**config.mk**
```make
export PLATFORM = sky130hd
export DESIGN_NAME = mux_sel_sequencer
export DESIGN_NICKNAME = d
export VERILOG_FILES = /design/src/rtl/mux_sel_sequencer.sv
export SDC_FILE = /design/constraint.sdc
export NUM_CORES = 1
export LEC_CHECK = 0
export ABC_AREA = 1
export BUFFER_PORTS_ARGS = -buffer_cell sky130_fd_sc_hd__clkbuf_2
export CORE_MARGIN = 4
export CORE_UTILIZATION = 62
export DETAILED_ROUTE_END_ITERATION = 10
export HOLD_SLACK_MARGIN = 0.12
export PLACE_DENSITY = 0.93
export SLEW_MARGIN = 20
export SYNTH_ARGS = -nofsm -noshare
export SYNTH_HDL_FRONTEND = slang
export SYNTH_SLANG_ARGS = --single-unit
```
**constraint.sdc**
```tcl
create_clock -name clk -period 5.2 [get_ports clk]
set_clock_uncertainty 0.2 [all_clocks]
set_input_delay 1.04 -clock clk [delete_from_list [all_inputs] [get_ports clk]]
set_output_delay 1.04 -clock clk [all_outputs]
set_load 0.02 [all_outputs]
```
**src/rtl/mux_sel_sequencer.sv**
```systemverilog
// Round-robin N:1 mux select sequencer with registered select and valid/ready handshake.
// Optional hold timeout is compiled in with `define MUXSEL_TIMEOUT_EN.
//
//   state   | meaning
//   --------+------------------------------------------------------------
//   S_IDLE  | no live grant; sel holds its last value, sel_valid low
//   S_GRANT | sel/grant frozen until a handshake (or hold timeout)
module mux_sel_sequencer #(
    parameter int N   = 9,
    parameter int M   = 4,
    parameter int TMO = 15
) (
    input  logic         clk,
    input  logic         rst_n,
    input  logic [N-1:0] req,
    output logic [M-1:0] sel,
    output logic         sel_valid,
    input  logic         sel_ready,
    output logic [N-1:0] grant,
    output logic         busy,
    output logic         timeout
);

    typedef enum logic {S_IDLE, S_GRANT} state_t;

    state_t       r_state, w_state_nxt;
    logic [M-1:0] r_sel, w_sel_nxt;
    logic [M-1:0] r_ptr, w_ptr_nxt;
    logic         r_valid, w_valid_nxt;
    logic [N-1:0] r_grant, w_grant_nxt;
    logic         r_busy;
    logic         w_hs, w_tmo_hit, w_release, w_found;
    logic [M-1:0] w_sel_inc, w_base, w_win;
    logic [M:0]   w_idx;

    // Illegal parameter sets leave this block empty; it exists so the ranges are stated in one place.
    if (N < 2 || N > (1 << M) || N <= (1 << (M - 1)) || TMO < 1 || TMO > 255) begin : g_bad_params
    end

    assign w_hs      = r_valid & sel_ready;
    assign w_release = (r_state == S_GRANT) & (w_hs | w_tmo_hit);
    assign w_sel_inc = (r_sel == M'(N - 1)) ? '0 : r_sel + 1'b1;
    // A releasing grant searches from the pointer it is about to write, so back-to-back grants stay fair.
    assign w_base    = w_release ? w_sel_inc : r_ptr;

    always_comb begin
        w_win   = '0;
        w_found = 1'b0;
        w_idx   = '0;
        for (int k = 0; k < N; k++) begin
            w_idx = {1'b0, w_base} + (M + 1)'(k);
            if (w_idx >= (M + 1)'(N)) w_idx = w_idx - (M + 1)'(N);
            if (!w_found && req[w_idx[M-1:0]]) begin
                w_found = 1'b1;
                w_win   = w_idx[M-1:0];
            end
        end
    end

    always_comb begin
        w_state_nxt = r_state;
        w_sel_nxt   = r_sel;
        w_valid_nxt = r_valid;
        w_ptr_nxt   = r_ptr;
        case (r_state)
            S_IDLE: begin
                if (w_found) begin
                    w_sel_nxt   = w_win;
                    w_valid_nxt = 1'b1;
                    w_state_nxt = S_GRANT;
                end
            end
            S_GRANT: begin
                if (w_release) begin
                    w_ptr_nxt = w_sel_inc;
                    if (w_found) begin
                        w_sel_nxt = w_win;
                    end else begin
                        w_valid_nxt = 1'b0;
                        w_state_nxt = S_IDLE;
                    end
                end
            end
            default: w_state_nxt = S_IDLE;
        endcase
        w_grant_nxt = w_valid_nxt ? ({{(N - 1){1'b0}}, 1'b1} << w_sel_nxt) : '0;
    end

    always_ff @(posedge clk or negedge rst_n) begin
        if (!rst_n) begin
            r_state <= S_IDLE;
            r_sel   <= '0;
            r_valid <= 1'b0;
            r_ptr   <= '0;
            r_grant <= '0;
            r_busy  <= 1'b0;
        end else begin
            r_state <= w_state_nxt;
            r_sel   <= w_sel_nxt;
            r_valid <= w_valid_nxt;
            r_ptr   <= w_ptr_nxt;
            r_grant <= w_grant_nxt;
            r_busy  <= (w_state_nxt != S_IDLE);
        end
    end

`ifdef MUXSEL_TIMEOUT_EN
    logic [7:0] r_hold;
    logic       r_timeout;

    // Counter restarts on every release so a back-to-back grant gets a fresh hold window.
    assign w_tmo_hit = (r_state == S_GRANT) & ~w_hs & (r_hold == 8'(TMO - 1));

    always_ff @(posedge clk or negedge rst_n) begin
        if (!rst_n) begin
            r_hold    <= '0;
            r_timeout <= 1'b0;
        end else begin
            if (r_state != S_GRANT || w_release) r_hold <= '0;
            else                                 r_hold <= r_hold + 8'd1;
            r_timeout <= w_tmo_hit;
        end
    end

    assign timeout = r_timeout;
`else
    assign w_tmo_hit = 1'b0;
    assign timeout   = 1'b0;
`endif

    assign sel       = r_sel;
    assign sel_valid = r_valid;
    assign grant     = r_grant;
    assign busy      = r_busy;

endmodule
```
Word-level counts from Yosys, hierarchy flattened

Cells that the tools add are included.

Flip-flop bits (word level): 19
Word-level logic and storage cells: 120
Input port bits: 12
Output and inout bits: 16

Shift operators: 1
Reductions and logical operators: 16
Mux-type cells: 58
$add $sub $neg: 18
Equal/unequal tests: 1
$lt $le $gt $ge: 18
Bitwise logic cells: 3

Operators by type and width:

| kind                                                                                | number |
|---|---|
| 4-bit two-way mux                                                                   | 22 |
| 4-bit by 5-bit less-than comparator with 1-bit output, second input constant        | 9 |
| 5-bit by 4-bit greater-or-equal comparator with 1-bit output, second input constant | 8 |
| 1-bit binary-select mux with 4-bit select                                           | 9 |
| 4-bit subtractor, second input constant                                             | 9 |
| 1-bit two-way mux                                                                   | 23 |
| 4-bit by 3-bit adder with 5-bit output, second input constant                       | 4 |
| 4-bit by 2-bit adder with 5-bit output, second input constant                       | 2 |
| 9-bit two-way mux                                                                   | 1 |
| 1-bit by 4-bit << shifter with 9-bit output, first input constant                   | 1 |
| 1-bit logical AND                                                                   | 8 |
| 1-bit logical NOT                                                                   | 8 |
| 4-bit one-hot mux with 2 select lines                                               | 1 |
| 4-bit by 1-bit adder with 5-bit output, second input constant                       | 1 |
| 4-bit by 4-bit adder with 5-bit output, second input constant                       | 1 |
| 4-bit by 1-bit adder with 4-bit output, second input constant                       | 1 |
| 4-bit equality test, second input constant                                          | 1 |
| 4-bit greater-or-equal comparator, second input constant                            | 1 |
| 1-bit one-hot mux with 2 select lines                                               | 2 |
| 1-bit bitwise AND                                                                   | 2 |
| 1-bit NOT                                                                           | 1 |

Longest topological paths before layout

Gate-level depths: netlist of run 1.

Depth after elaboration: 37
Gate-level depth with buffers: 35

Least setup slack after synthesis of run 1

Ideal clock, no wire load.

Path kind: input to register
From: in sel_ready
To: reg r_grant[4], in the netlist grant[4]
Required time: 4882 ps
Path buffers: 0
Setup time: 118 ps
Path slack: 736 ps
Stages: 26
Arrival time: 4146 ps
Path through: nand3_4 nor2_1 nand2_2 nand2_4 inv_1 ha_1 a21oi_1 o21ai_1 inv_1 nand2_1 nand2_1 o21ai_0 o21ai_1 nand2_1 nand2_1 nand2_1 nand2_2 nand3_2 nor2_2 nand4_2 nor2_4 nand3_2 a22oi_1 nor2_4 nand2_2 nor2_1

Cells in the longest elaborated chain, start to end: 37
Elaborated cells on any way between the ends: 99
Classes of those cells: add/sub (17); order compare (9); shift (1); mux (54); bitwise (2); reduce/logical (16)

RTL lines:

| element                                                                                         | line | text |
|---|---|---|
| from (decl)                                                                                     | 18   | `input logic sel_ready,` |
| 1-bit bitwise AND (*)                                                                           | 40   | `assign w_hs = r_valid & sel_ready;` |
| 1-bit bitwise AND (*)                                                                           | 41   | `assign w_release = (r_state == S_GRANT) & (w_hs \| w_tmo_hit);` |
| 4-bit two-way mux (*)                                                                           | --   |  |
| named net w_base[2]                                                                             | 33   | `logic [M-1:0] w_sel_inc, w_base, w_win;` |
| parallel branches: the longest is 33 deep, another holds 4-bit by 1-bit adder with 5-bit output | --   |  |
| 9-bit two-way mux (*)                                                                           | 86   | `w_grant_nxt = w_valid_nxt ? ({{(N - 1){1'b0}}, 1'b1} << w_sel_nxt) : '0;` |
| named net w_grant_nxt[4]                                                                        | 30   | `logic [N-1:0] r_grant, w_grant_nxt;` |
| to (signal assigned)                                                                            | 102  | `r_grant <= w_grant_nxt;` |
| to (decl)                                                                                       | 30   |  |

Mark *: on every way through the listed nets, which the timed path passes. The select of a mux whose other input is x is not followed.
A chain may end at the register's enable or synchronous reset.

Final worst setup path of run 1

From: in sel_ready
To: reg r_grant[0], in the netlist grant[0]

Same word-level chain as after synthesis.

==> results of run 1 <==
==> layout make-up <==
cell class | count | area share [%]
inverters | 76 | 7.510
clock inverters | 1 | 0.1300
well taps | 70 | 2.276
clock buffers | 3 | 1.073
repair buffers | 41 | 6.307
multi-input cells | 507 | 70.35
flip-flops and latches | 19 | 12.35
==> per-layer routing <==
metal,routed length (um),track usage [%],up-vias
li1,-,-,2066
met1,4616,46.89,1941
met2,5157,55.29,276
met3,1309,5.748,56
met4,507,11.46,0
met5,0,0,-
==> kinds of logic (layout without fill, tap and decap cells) <==
kind of cell,count (synthesis),in the layout,share of synthesized area (%)
buffers and inverters,80,121,9.058
AND/OR/NAND/NOR,401,401,54.09
flip-flops,19,19,13.82
adder cells (fa/ha/maj),23,23,8.367
AO/OA/AOI/OAI,74,74,12.51
other,1,1,0.1090
XOR/XNOR,8,8,2.037
==> final timing paths <==
kind,to,slack [ns],depth (start not counted)
max in group asynchronous,grant[4],3.95,1
setup / recovery,grant[0],0.31,28
hold reg to reg,r_ptr[3],0.34,2
hold / removal,r_ptr[3],0.34,2
min in group asynchronous,sel[0],0.52,1
setup reg to reg,grant[3],0.48,31
==> timing repair <==
| action | 4_1_cts | 5_1_grt |
|---|---|---|
| hold endpoints to repair | 0 | 0 |
| buffers inserted | 0 | 1 |
| gates resized for setup | 0 | 11 |
| hold buffers | 0 | 0 |
| setup endpoints to repair | 0 | 10 |
==> cell usage after synthesis (all sizes together) <==
library cell,count,area [um2]
conb,1,3.750
nand4,10,68.81
nand3b,2,15.01
nor2,52,237.7
o21bai,2,18.77
inv,76,285.3
xnor2,3,26.28
nand3,111,588.1
a21boi,1,18.77
o211ai,10,75.07
a22oi,1,7.510
buf,3,22.52
ha,23,287.8
o21ai,41,205.2
a21oi,16,83.83
o22ai,2,12.51
or2,1,6.260
xor2,5,43.79
dfrtp,19,475.5
clkbuf,1,3.750
o221ai,1,8.760
nand2,220,918.4
nor4,1,6.260
nor3,4,20.02
==> through the flow <==
step                instances  hold WS (ns)  setup TNS, ns  setup WS, ns  util (%)
finish                    717        0.3366              0        0.3127     73.48
global route              717        0.3532        -0.5525      -0.08693     73.48
CTS                       716        0.3171              0        0.3906     72.22
detailed placement        712        0.2966              0        0.1317     71.33
global placement          712        0.2909              0        0.3451     71.33
floorplan                 606        0.2712              0        0.7362         -
==> worst max-delay path, stage by stage <==
cell	delay (ns)
clkbuf_2	0.11
nand3_4	0.16
nand2_1	0.23
nand2_8	0.19
clkinvlp_4	0.18
ha_4	0.33
inv_1	0.06
nand2_1	0.09
nand3_1	0.09
nand3_1	0.11
nand2_2	0.12
o21ai_0	0.49
nand3_1	0.16
nand3_1	0.11
nand3_1	0.07
nand2_1	0.10
inv_1	0.08
nand3_1	0.13
nor2_4	0.07
nand2_1	0.08
nor2_1	0.04
nor2_1	0.12
nand3_1	0.09
nor2_1	0.20
nor2_1	0.08
nor2_2	0.10
nand2_1	0.11
nor2_1	0.14
==> registers in the layout (all words and copies together) (netlist names) <==
signal / cells
r_ptr: 4
busy: 1
sel_valid: 1
sel: 4
grant: 9
==> placed cells by master, fill, tap and decap left out, types with 2 or more instances in the layout <==
cell type	netlist	final
clkbuf_8	0	3
buf_4	3	15
nor2_2	5	5
o211ai_1	10	10
nand2_4	4	6
nor2_4	4	5
nand4_1	9	9
nand2_2	25	23
dfrtp_1	19	19
nor2_1	43	42
o22ai_1	2	2
xor2_1	5	5
inv_2	7	7
nor3_1	4	4
o21ai_0	25	25
o21ai_1	16	16
a21oi_2	1	2
a21oi_1	15	14
clkbuf_2	0	26
nand2_1	191	190
nand3b_1	2	2
nand3_1	106	106
xnor2_1	3	3
ha_1	23	22
inv_1	69	68
nand3_2	4	4
==> metrics.yaml, run 1 <==
cts.root.buffer_cell: "clkbuf_8"
cp.arrival_ns: 4.88
rows: 26
period_share_pct: 93.99
core-area_mm2: 0.005238
period_needed_ns: 4.887
final_layout_size_suffix_gt1_share_pct: 16.38
portBuffers: 26
clk_pin_slew_ns: 0.08
fmaxAchievable_ghz: 0.2046
hold_viol_final: 0
place.gp.congestion: 1.033
synthCells: 606
syn_avg_cell_area_um2: 5.676
path_max_fanout: 12
synth_nets: 641
drt_iter0_drc: 745
drt_pre_antenna_iters: 7
numCtsBuffers: 3
min_path_type: "reg -> reg"
fin_nets: 683
fp.dieH_um: 82.48
syn_to_final_growth_pct: 11.90
worstReg2RegStart: "sel[0]"
cts_max_level: 1
drt_wl_total_um: 11590
dieArea_mm2: 0.006803
antenna_found_initial: 0
yosys_register_bits: 19
setup_viol: 0
end_kind: "flip-flop"
ant_nets: 0
max-cap-violations: 0
vias: 4339
die_x_um: 82.48
criticalPathCategory: "in -> reg"
multi_input_area_mm2: 0.002708
vias_per_cell: 6.052
yosysSeqAreaShare_pct: 13.82
yosysWarnings: 0
final_cell_area_mm2: 0.003849
cts_sinks: 19
status: "completed"
initial_core_util_pct: 65.67
wire_per_inst_um: 16.17
clk_latency_ns: 0.27
clk_path_buf_depth: 2
relSlewSlack_pct: 60.90
critPathRequiredTime_ns: 5.19
place_area_mm2: 0.003736
num_io_pins: 28
hp-start: "r_ptr[3]"
hpwl_um: 9230
grt.total_usage_pct: 34.54
overflow: 0
diodes: 0
synth_cell_type_count: 35
slew_violations: 0
cts_tree: "built"
grt_max_degree: 20
drc: 0
critPathLaunch: "sel_ready"
synth_area_mm2: 0.003440
seqCellArea_um2: 475.5
first_global_vias: 3826
fill_cells: 449
grt_pass1_wl_um: 18160
worst_pin_slew_ns: 0.5804
startpoint_type: "input port"
Power of run 1 is left out: the tool's default activity adds up to more than one toggle a clock period on the data nets, which glitch-free logic cannot reach.
==> run 2, diff against run 1 <==
Settings changed: PLACE_DENSITY 0.93 to 0.89.
==> metrics.yaml, run 2 (synthesis results as in run 1) <==
final.setup.tns_ns: 0  # unchanged
num_io_pins: 28  # unchanged
place_area_mm2: 0.003721  # -0.40%
crit_path_max_incr_delay_ns: 0.41  # -0.08 ns
status: "completed"
dieArea_mm2: 0.006803  # unchanged
startpoint_type: "input port"
cp_slowest_cell: "o21ai_1"
ant_nets: 0  # unchanged
critPathRequiredTime_ns: 5.15  # -0.04 ns
portBuffers: 26  # unchanged
numCtsBuffers: 3  # unchanged
core-area_mm2: 0.005238  # unchanged
grt_pass1_wl_um: 18450  # +1.6%
clk_latency_ns: 0.26  # about the same
vias: 4295  # -1.0%
layout_common_cells: "nand2_1 (189), nand3_1 (106), inv_1 (69), nor2_1 (42)"
clk_pin_slew_ns: 0.07  # about the same
final_cell_area_mm2: 0.003807  # -1.1%
cp_top_family: "simple AND/OR/NAND/NOR gates"
drc: 0  # unchanged
max-cap-violations: 0  # unchanged
drt_pre_antenna_iters: 6  # -1
period_share_pct: 92.77  # -1.2 points
slew_violations: 0  # unchanged
grt.total_usage_pct: 34.92  # +0.38 points
cts_sinks: 19  # unchanged
final_layout_size_suffix_gt1_share_pct: 16.43  # +0.051 points
fin_nets: 681  # -0.29%
die_x_um: 82.48  # unchanged
min_path_cells: 2  # unchanged
grt_max_degree: 20  # unchanged
drt_wl_total_um: 11200  # -3.4%
reg2reg_depth: 29  # -6.5%
cts.root.buffer_cell: "clkbuf_8"
rows: 26  # unchanged
setup_viol: 0  # unchanged
syn_to_final_growth_pct: 10.69
fp.dieH_um: 82.48  # unchanged
min_path_type: "reg -> reg"
wire_per_inst_um: 15.66  # -3.1%
path_max_fanout: 9  # -3
crit_cells: 25  # -11%
hold_viol_final: 0  # unchanged
period_needed_ns: 4.824  # -0.06348 ns
end_kind: "flip-flop"
relSlewSlack_pct: 54.94  # -6.0 points
vias_per_cell: 6.007  # -0.74%
final_common_cell: "nand2_1"
holdWs_ns: 0.3130  # -0.02355 ns
cp.arrival_ns: 4.78  # -0.10 ns
fmaxAchievable_ghz: 0.2073  # +1.3%
cts_tree: "built"
cts_max_level: 1  # unchanged
overflow: 0  # unchanged
grt_setup_unrepaired: "no"
place.gp.congestion: 0.9953  # -3.6%
criticalPathCategory: "in -> reg"
first_global_vias: 3885  # +1.5%
worst_pin_slew_ns: 0.6689  # +0.08852 ns
initial_core_util_pct: 65.67  # unchanged
drt_iter0_drc: 540  # -28%
antenna_found_initial: 0  # unchanged
largest_reg_flops: 9  # unchanged
fill_cells: 488  # +8.7%
hpwl_um: 9055  # -1.9%
diodes: 0  # unchanged
crit_buf_inv: 5  # +1
clk_path_buf_depth: 2  # unchanged
-- run 2: changes by cell type in the layout (fill, tap and decap cells not counted), sizes merged --
cell / previous run / this run
buf: 15 / 13
clkinvlp: 1 / 0
inv: 75 / 76
-- run 2: area by class of cell --
| cell class | instances | area [um2] | area share, % |
|---|---|---|---|
| multi-input cells | 507 | 2685 | 70.52 |
| clock buffers | 3 | 41.29 | 1.084 |
| flip-flops and latches | 19 | 475.5 | 12.49 |
| clock inverters | 1 | 5.005 | 0.1314 |
| well taps | 70 | 87.58 | 2.300 |
| repair buffers | 39 | 227.7 | 5.981 |
| inverters | 76 | 285.3 | 7.493 |
-- run 2: path summary, 6_finish.rpt --
path / start / to / slack [ns]
setup / recovery: sel_ready / grant[6] / 0.38
max in group asynchronous: rst_n / grant[2] / 3.97
min in group asynchronous: rst_n / grant[8] / 0.52
hold reg to reg: r_ptr[3] / r_ptr[3] / 0.31
setup reg to reg: sel[0] / grant[6] / 0.47
hold / removal: r_ptr[3] / r_ptr[3] / 0.31
-- run 2: per-stage QoR --
| step | instances | worst slack [ns] | utilization [%] |
|---|---|---|---|
| finish | 715 | 0.3761 | 72.69 |
| global route | 715 | 0.03481 | 72.69 |
| CTS | 714 | 0.2841 | 71.93 |
| detailed placement | 710 | 0.02118 | 71.05 |
| global placement | 710 | 0.2824 | 71.05 |
| floorplan | 606 | 0.7362 | - |
-- run 2: per-layer routing --
metal	share of wire, %	GRT usage (%)	up-vias
li1	-	-	2068
met4	3.3	9.967	0
met5	0	0	-
met1	41	47.85	1914
met3	12	8.134	43
met2	44	54.41	270
-- run 2: what timing repair did --
item                                    CTS  global route
endpoints found under the setup margin    0             9
buffers inserted                          0             1
resized for setup                         0            10
hold buffers                              0             0
-- run 2: tightest hold or removal path, delay by kind of cell (launching register included) --
kind | cells | cell delay (ns)
simple gates | 2 | 0.14
flops | 1 | 0.34
Power of run 2 is left out for the same reason.
